### config.mk
export PLATFORM = sky130hd
export DESIGN_NAME = phase_sequencer
export DESIGN_NICKNAME = d
export VERILOG_FILES = /design/src/rtl/vr_pkg.sv /design/src/rtl/phase_sequencer.sv
export SDC_FILE = /design/constraint.sdc
export NUM_CORES = 1
export LEC_CHECK = 0
export ABC_CLOCK_PERIOD_IN_PS = 1700
export CAP_MARGIN = 20
export CORE_MARGIN = 10
export CORE_UTILIZATION = 44
export CTS_BUF_LIST = sky130_fd_sc_hd__clkbuf_4 sky130_fd_sc_hd__clkbuf_8 sky130_fd_sc_hd__clkbuf_16
export DETAILED_ROUTE_END_ITERATION = 7
export PLACE_DENSITY = 0.79
export SLEW_MARGIN = 5
export SYNTH_ARGS = -nofsm -noshare
export SYNTH_HDL_FRONTEND = slang
export SYNTH_SLANG_ARGS = --single-unit
### constraint.sdc
create_clock -name clk -period 1.7 [get_ports clk]
set_input_delay 0.17 -clock clk [delete_from_list [all_inputs] [get_ports clk]]
set_output_delay 0.17 -clock clk [all_outputs]
set_load 0.005 [all_outputs]
### src/rtl/vr_pkg.sv
// ---------------------------------------------------------------------------
// vr_pkg
// Shared definitions for the instruction phase sequencer and its controller:
//   - phase encodings (INST_ADDR=0 .. STORE=7)
//   - sequencer state encodings (IDLE/RUN/STEP/HALTED)
//   - widths PHASE_W and ICOUNT_W
//   - phase_next(): modulo-8 phase increment
// ---------------------------------------------------------------------------
package vr_pkg;

   localparam int PHASE_W  = 3;
   localparam int ICOUNT_W = 16;

   typedef enum logic [PHASE_W-1:0] {
      INST_ADDR  = 3'd0,
      INST_FETCH = 3'd1,
      DECODE     = 3'd2,
      OPER_ADDR  = 3'd3,
      OPER_FETCH = 3'd4,
      EXECUTE    = 3'd5,
      WRITEBACK  = 3'd6,
      STORE      = 3'd7
   } phase_e;

   typedef enum logic [1:0] {
      IDLE   = 2'd0,
      RUN    = 2'd1,
      STEP   = 2'd2,
      HALTED = 2'd3
   } state_e;

   // The only phase at which a halt strobe from decode is honoured.
   localparam phase_e HALT_PHASE = OPER_FETCH;

   // Wraps STORE -> INST_ADDR naturally through the 3-bit add.
   function automatic phase_e phase_next(input phase_e p);
      return phase_e'(p + 3'd1);
   endfunction

endpackage

### src/rtl/phase_sequencer.sv
// ---------------------------------------------------------------------------
// phase_sequencer
// Steps the controller through the eight phases of each instruction and
// tracks the run/step/halt state of the machine.
//
// Ports:
//   clk        in   sole clock, rising edge
//   rst_n      in   asynchronous active-low reset
//   start      in   run continuously (from IDLE) or resume (from HALTED)
//   step       in   execute exactly one instruction (from IDLE)
//   stop       in   leave RUN at the next instruction boundary
//   halt       in   halt strobe from decode, honoured at phase 4 only
//   mem_ready  in   low freezes all sequencing for that cycle
//   phase      out  current instruction phase 0..7
//   state      out  IDLE=0, RUN=1, STEP=2, HALTED=3
//   halted     out  state == HALTED
//   busy       out  state is RUN or STEP
//   icount     out  completed-instruction count, wraps modulo 2^16
// ---------------------------------------------------------------------------
module phase_sequencer
   import vr_pkg::*;
(
   input  logic                clk,
   input  logic                rst_n,
   input  logic                start,
   input  logic                step,
   input  logic                stop,
   input  logic                halt,
   input  logic                mem_ready,
   output logic [PHASE_W-1:0]  phase,
   output logic [1:0]          state,
   output logic                halted,
   output logic                busy,
   output logic [ICOUNT_W-1:0] icount
);

   state_e               state_r;
   phase_e               phase_r;
   logic [ICOUNT_W-1:0]  icount_r;
   logic                 stop_pend_r;

   logic at_wrap;
   logic halt_hit;
   logic stop_seen;

   assign at_wrap   = (phase_r == STORE);
   assign halt_hit  = halt && (phase_r == HALT_PHASE);
   // A stop arriving on the boundary cycle itself still ends the run there.
   assign stop_seen = stop_pend_r | stop;

   always_ff @(posedge clk or negedge rst_n) begin
      if (!rst_n) begin
         state_r     <= IDLE;
         phase_r     <= INST_ADDR;
         icount_r    <= '0;
         stop_pend_r <= 1'b0;
      end else begin
         unique case (state_r)
            IDLE: begin
               // phase is already INST_ADDR here: IDLE is only entered on a wrap or reset.
               if (mem_ready) begin
                  if (start) begin
                     state_r <= RUN;
                  end else if (step) begin
                     state_r <= STEP;
                  end
               end
            end

            RUN: begin
               // Capture stop even during a stall so the request is never lost.
               if (stop) begin
                  stop_pend_r <= 1'b1;
               end
               if (mem_ready) begin
                  if (halt_hit) begin
                     state_r     <= HALTED;
                     stop_pend_r <= 1'b0;
                  end else begin
                     phase_r <= phase_next(phase_r);
                     if (at_wrap) begin
                        icount_r <= icount_r + ICOUNT_W'(1);
                        if (stop_seen) begin
                           state_r     <= IDLE;
                           stop_pend_r <= 1'b0;
                        end
                     end
                  end
               end
            end

            STEP: begin
               if (mem_ready) begin
                  if (halt_hit) begin
                     state_r <= HALTED;
                  end else begin
                     phase_r <= phase_next(phase_r);
                     if (at_wrap) begin
                        icount_r <= icount_r + ICOUNT_W'(1);
                        state_r  <= IDLE;
                     end
                  end
               end
            end

            HALTED: begin
               // Resume continues the frozen instruction, so phase moves 4 -> 5 now.
               if (mem_ready && start) begin
                  state_r <= RUN;
                  phase_r <= phase_next(phase_r);
               end
            end
         endcase
      end
   end

   assign phase  = phase_r;
   assign state  = state_r;
   assign icount = icount_r;
   assign halted = (state_r == HALTED);
   assign busy   = (state_r == RUN) || (state_r == STEP);

endmodule

# Word-level counts from Yosys, hierarchy flattened
# Cells that the tools add are included.
# word_totals
register_bits	22
inputBits	7
output_inout_bits	23
wordCells	53
# classes
add_sub_neg	2
n_eq_ne	15
muxes	21
bitwise	2
reduce_logical	9
# ops
op	n
$mux W2	11
$add A16 B1 Y16 const B	1
$ne A3 B3 Y1 const B	4
$mux W3	3
$ne A2 B2 Y1 const B	4
$pmux W2 S4	1
$reduce_and A4 Y1	2
$reduce_and A8 Y1	1
$eq A3 B3 Y1 const B	2
$pmux W3 S2	1
$mux W1	5
$eq A2 B2 Y1 const B	2
$ne A2 B1 Y1 const B	2
$add A3 B1 Y3 const B	1
$eq A2 B1 Y1 const B	1
$logic_and A1 B1 Y1	2
$logic_not A2 Y1	1
$reduce_bool A2 Y1	1
$reduce_or A2 Y1	1
$logic_or A1 B1 Y1	1
$not A1 Y1	1
$or A1 B1 Y1	1

# Longest topological paths before layout
# logic_depth
ltp_word	6
mapped_depth	7
mapped_depth_nobuf	6

# Worst setup path before layout
# No wires, ideal clock.
# synth_path
kind	register to register
startpoint	reg state_r[0], in the netlist state[0]
endpoint	reg icount_r[11], in the netlist icount[11]
setup_time_ps	79
arrival_time_ps	1634
required_ps	1621
path_slack_ps	-13
stages_incl_launch_ff	8
path_buffers	1
period_less_slack_ps	1713
path_cell_list	dfrtp_1 -> inv_1 -> ha_1 -> nand4_1 -> nand2b_4 -> buf_6 -> nor4_4 -> xor2_1
# synth_via
elab_chain_cells	3
word_cells_on_any_way	4
cone_classes	eq/ne: 2; reduce/logical: 2
# synth_lines
element	line	source
from (decl)	phase_sequencer.sv:37	state_e state_r;
from (signal assigned)	phase_sequencer.sv:53	state_r <= IDLE;
from (signal assigned)	phase_sequencer.sv:63	state_r <= RUN;
from (signal assigned)	phase_sequencer.sv:65	state_r <= STEP;
$eq A2 B1 Y1 / $eq A2 B2 Y1 (equally long branches)	phase_sequencer.sv:58	unique case (state_r)
$reduce_or A2 Y1 (no line) (*)	-	
$reduce_and A4 Y1 (no line) (*)	-	
to (signal assigned)	phase_sequencer.sv:82	icount_r <= icount_r + ICOUNT_W'(1);
to (signal assigned)	phase_sequencer.sv:99	icount_r <= icount_r + ICOUNT_W'(1);
to (decl)	phase_sequencer.sv:39	logic [ICOUNT_W-1:0] icount_r;
# Every way passes the cells marked *; elsewhere a longest branch is shown, timed or not.
# A chain may end at the register's enable or synchronous reset.

# Worst setup path in the final report
# layout_path
startpoint	reg state_r[1], in the netlist state[1]
endpoint	reg phase_r[1], in the netlist phase[1]
# layout_via
elab_chain_cells	4
word_cells_on_any_way	10
cone_classes	eq/ne: 6; mux: 1; reduce/logical: 3
# layout_lines
element	line	source
$eq A2 B1 Y1 / $eq A2 B2 Y1 (equally long branches)	phase_sequencer.sv:58	
$reduce_or A2 Y1 (no line)	-	
$ne A2 B2 Y1 (no line) (tied with other cells)	-	
$reduce_and A4 Y1 (no line)	-	
to (signal assigned)	phase_sequencer.sv:80	phase_r <= phase_next(phase_r);
to (signal assigned)	phase_sequencer.sv:97	phase_r <= phase_next(phase_r);
to (signal assigned)	phase_sequencer.sv:110	phase_r <= phase_next(phase_r);
to (decl)	phase_sequencer.sv:38	phase_e phase_r;
# Parallel ways exist; a longest one is shown, timed or not.

==> metrics <==
post-layout util=0.646; largest net degree at the start of global routing=23; initial antenna violation count=0; cell-internal power=1480 uW; Synth top area share=0.444; max_cap viols=0; P_sw=approximately 700 uW; slowest CP cell=dfrtp_1; crit path DAT=approximately 1.9 ns; Hold Path Class=in -> async; Avg Cell Area, Syn=11.7 um^2; hold_buf cts=0; Final period util=0.988; DIE HEIGHT=73.1 um; Peak supply drop=between 0.001 and 0.0015 V; Max Slew Vio Count=0; min Tclk post-route=approximately 1.7 ns; Die W=73.1 um; area delta synth->final=42.4%; via count=slightly below 1000; CP Capture Type=register; CTS tree=done; Port Buffers=29; DRC viols=0; Crit path largest cell delay=approximately 0.40 ns; routability congestion estimate from global placement=~0.76; Sequential Power Share=0.329; Seq/Total Area, Yosys=0.444; first-pass GRT wire length=4.90 mm; yosys warns=0; Core Box Area=about 2700 um^2; P_leak=~0.00086 uW; max_slew headroom=0.704; RSZ-0062 raised after global routing=true; Synth Instances=106; synthesized area=between 1000 and 1500 um^2; CTS Buffer Depth=2; #FFs+latches synth=22; logic gate share of total power=0.487; CTS sink cnt=22; fin nets=between 150 and 200; Worst-Skew Late Latency=0.31 ns; Total Power=2200 uW; Layout Skew=between 0.005 and 0.006 ns; Antenna Cells=0; Fin. Hold Viols=0; DR WL/cell=approximately 16 um; H-tree depth=1; number of I/O pins=30; Netlist cell types=28; Rows=19; DR pass1 iterations=4; DP HPWL=2.17 mm; critical path cell sequence=inv_1 -> ha_4 -> buf_4 -> a221o_1 -> mux2_2; crit-path max FO=3; ANT nets after route=0; gr usage total=0.112; GRT Residual Overflow=0; switching share of power=0.327; top cells by area, synth=dfrtp_1 44%, ha_1 8.1%, xor2_1 7.8%, nor4_4 5.1%, mux2_2 4.5%; Slew @ Worst Pin=0.443 ns; die area=5340 um^2; f_max=a little under 600 MHz; placed cells=between 150 and 200; Initial Utilization=0.454; top cell type by total area after synthesis=dfrtp_1; power per cell area=1240 nW/um^2; Clk network pwr share=0.184; CP Launch Type=register; status=finished, final reports clean; fraction of layout cells with a size suffix above 1=0.227; final setup violation count=0; vias in the first global route=around 1100; Vias per Instance=5.34; final non-filler cell total=181; DR iter-0 viols=27; WS Path Type=reg -> reg; clk slew on worst S/H paths=~0.13 ns; Net Count, Synth=roughly 120; CTS root buf=clkbuf_4; Req. time, crit path=~1.9 ns; final WL=about 2.8 mm; CTS buffer count=3
-- power by group through the flow --
stage / combinational (uW) / sequential [uW] / clock, uW
2_1_floorplan: 540 / 737 / 0
3_3_place_gp: 968 / 719 / 0
3_5_place_dp: 1020 / 726 / 0
4_1_cts: 1060 / 721 / 413
5_1_grt: 1210 / 736 / 435
6_report: 1070 / 723 / 404
-- final timing paths --
kind	startpoint	end	slack [ns]	cells past startpoint
setup / recovery	state[1]	phase[1]	0.02	5
hold / removal	rst_n	icount[12]	0.20	2
setup reg to reg	state[1]	phase[1]	0.02	5
hold reg to reg	icount[15]	icount[15]	0.48	1
max in group asynchronous	rst_n	icount[0]	1.28	2
min in group clk	icount[15]	icount[15]	0.48	1
-- sequential cells by signal, summed over array words and instances (netlist names) --
signal / count
phase: 3
stop_pend_r: 1
state: 2
icount: 16
-- critical path: cells and delay by family (launching register included) --
family,cells,cell delay (ns)
DFF,1,0.40
adders and majority gates,1,0.22
AOI/OAI and AO/OA,1,0.40
muxes,1,0.30
buffers and inverters,2,0.26
-- through the flow --
| step | TNS (ns) | area [um^2] | setup slack [ns] | hold WS [ns] |
|---|---|---|---|---|
| after global routing | -0.416 | 1770 | -0.0860 | 0.215 |
| after floorplan | 0 | 1250 | 0.00640 | -0.126 |
| after CTS | 0 | 1710 | 0.00515 | 0.210 |
| after detailed placement | -0.0665 | 1620 | -0.0340 | 0.462 |
| after global placement | 0 | 1620 | 0.0532 | 0.459 |
| final | 0 | 1770 | 0.0198 | 0.202 |
-- final cells by class --
type                    instances  area, um^2
fillers                       239         968
multi-input cells              78         731
flip-flops and latches         22         551
repair buffers                 40         370
well taps                      31        38.8
clock inverters                 1        30.0
clock buffers                   3        22.5
inverters                       6        22.5
-- repair_timing --
item,in CTS,in global routing
resized for setup,5,6
hold endpoints to repair,0,0
pin swaps,2,10
gates cloned,1,0
setup buffers,1,3
setup endpoints to repair,13,13
-- cells in the mapped netlist --
library cell and count:
a21oi_1 2, buf_6 1, a221o_1 1, o21ai_0 2, ha_1 8, o21bai_1 1, a21boi_0 1, nand2b_1 1
and4_1 2, xnor2_1 5, xor2_1 11, nand3_1 5, nand2b_4 1, nand2_1 6, dfrtp_1 22, nor4_2 3
nand4_1 5, nor3b_1 1, o211ai_1 2, nor2b_1 2, nand3_4 1, inv_1 6, and2b_1 1, mux2_2 5
a31oi_1 1, nor4_4 3, nor3_1 3, nor2_1 4
-- per-layer routing --
metal | vias up | global-route usage | wire length (um)
li1 | 467 | - | -
met1 | 470 | 0.122 | 1170
met2 | 26 | 0.186 | 1370
met3 | 4 | 0.0544 | 275
met4 | 0 | 0.0316 | 26
met5 | - | 0 | 0
-- placed cells by master, fill, tap and decap left out, drive strengths merged, types with 2 or more instances in the layout --
cell,instances
nand2,6
a21oi,2
dlygate4sd2,2
nand3,6
xor2,11
nand4,5
ha,8
and4,2
clkdlybuf4s50,27
mux2,5
o21ai,2
clkbuf,3
nor2b,2
o211ai,2
xnor2,5
dfrtp,22
buf,11
nor2,4
nand2b,3
inv,6
nor4,6
nor3,3
-- cells by family after synthesis --
kind of cell / Yosys count / synth area share
xor gates and xnor gates: 16 / 0.113
adders and majority gates: 8 / 0.0807
muxes: 5 / 0.0454
and+or+nand+nor: 38 / 0.236
AOI/OAI and AO/OA: 10 / 0.0535
DFF: 22 / 0.444
buffers and inverters: 7 / 0.0272
No activity file was read; power rests on OpenSTA's default activity.
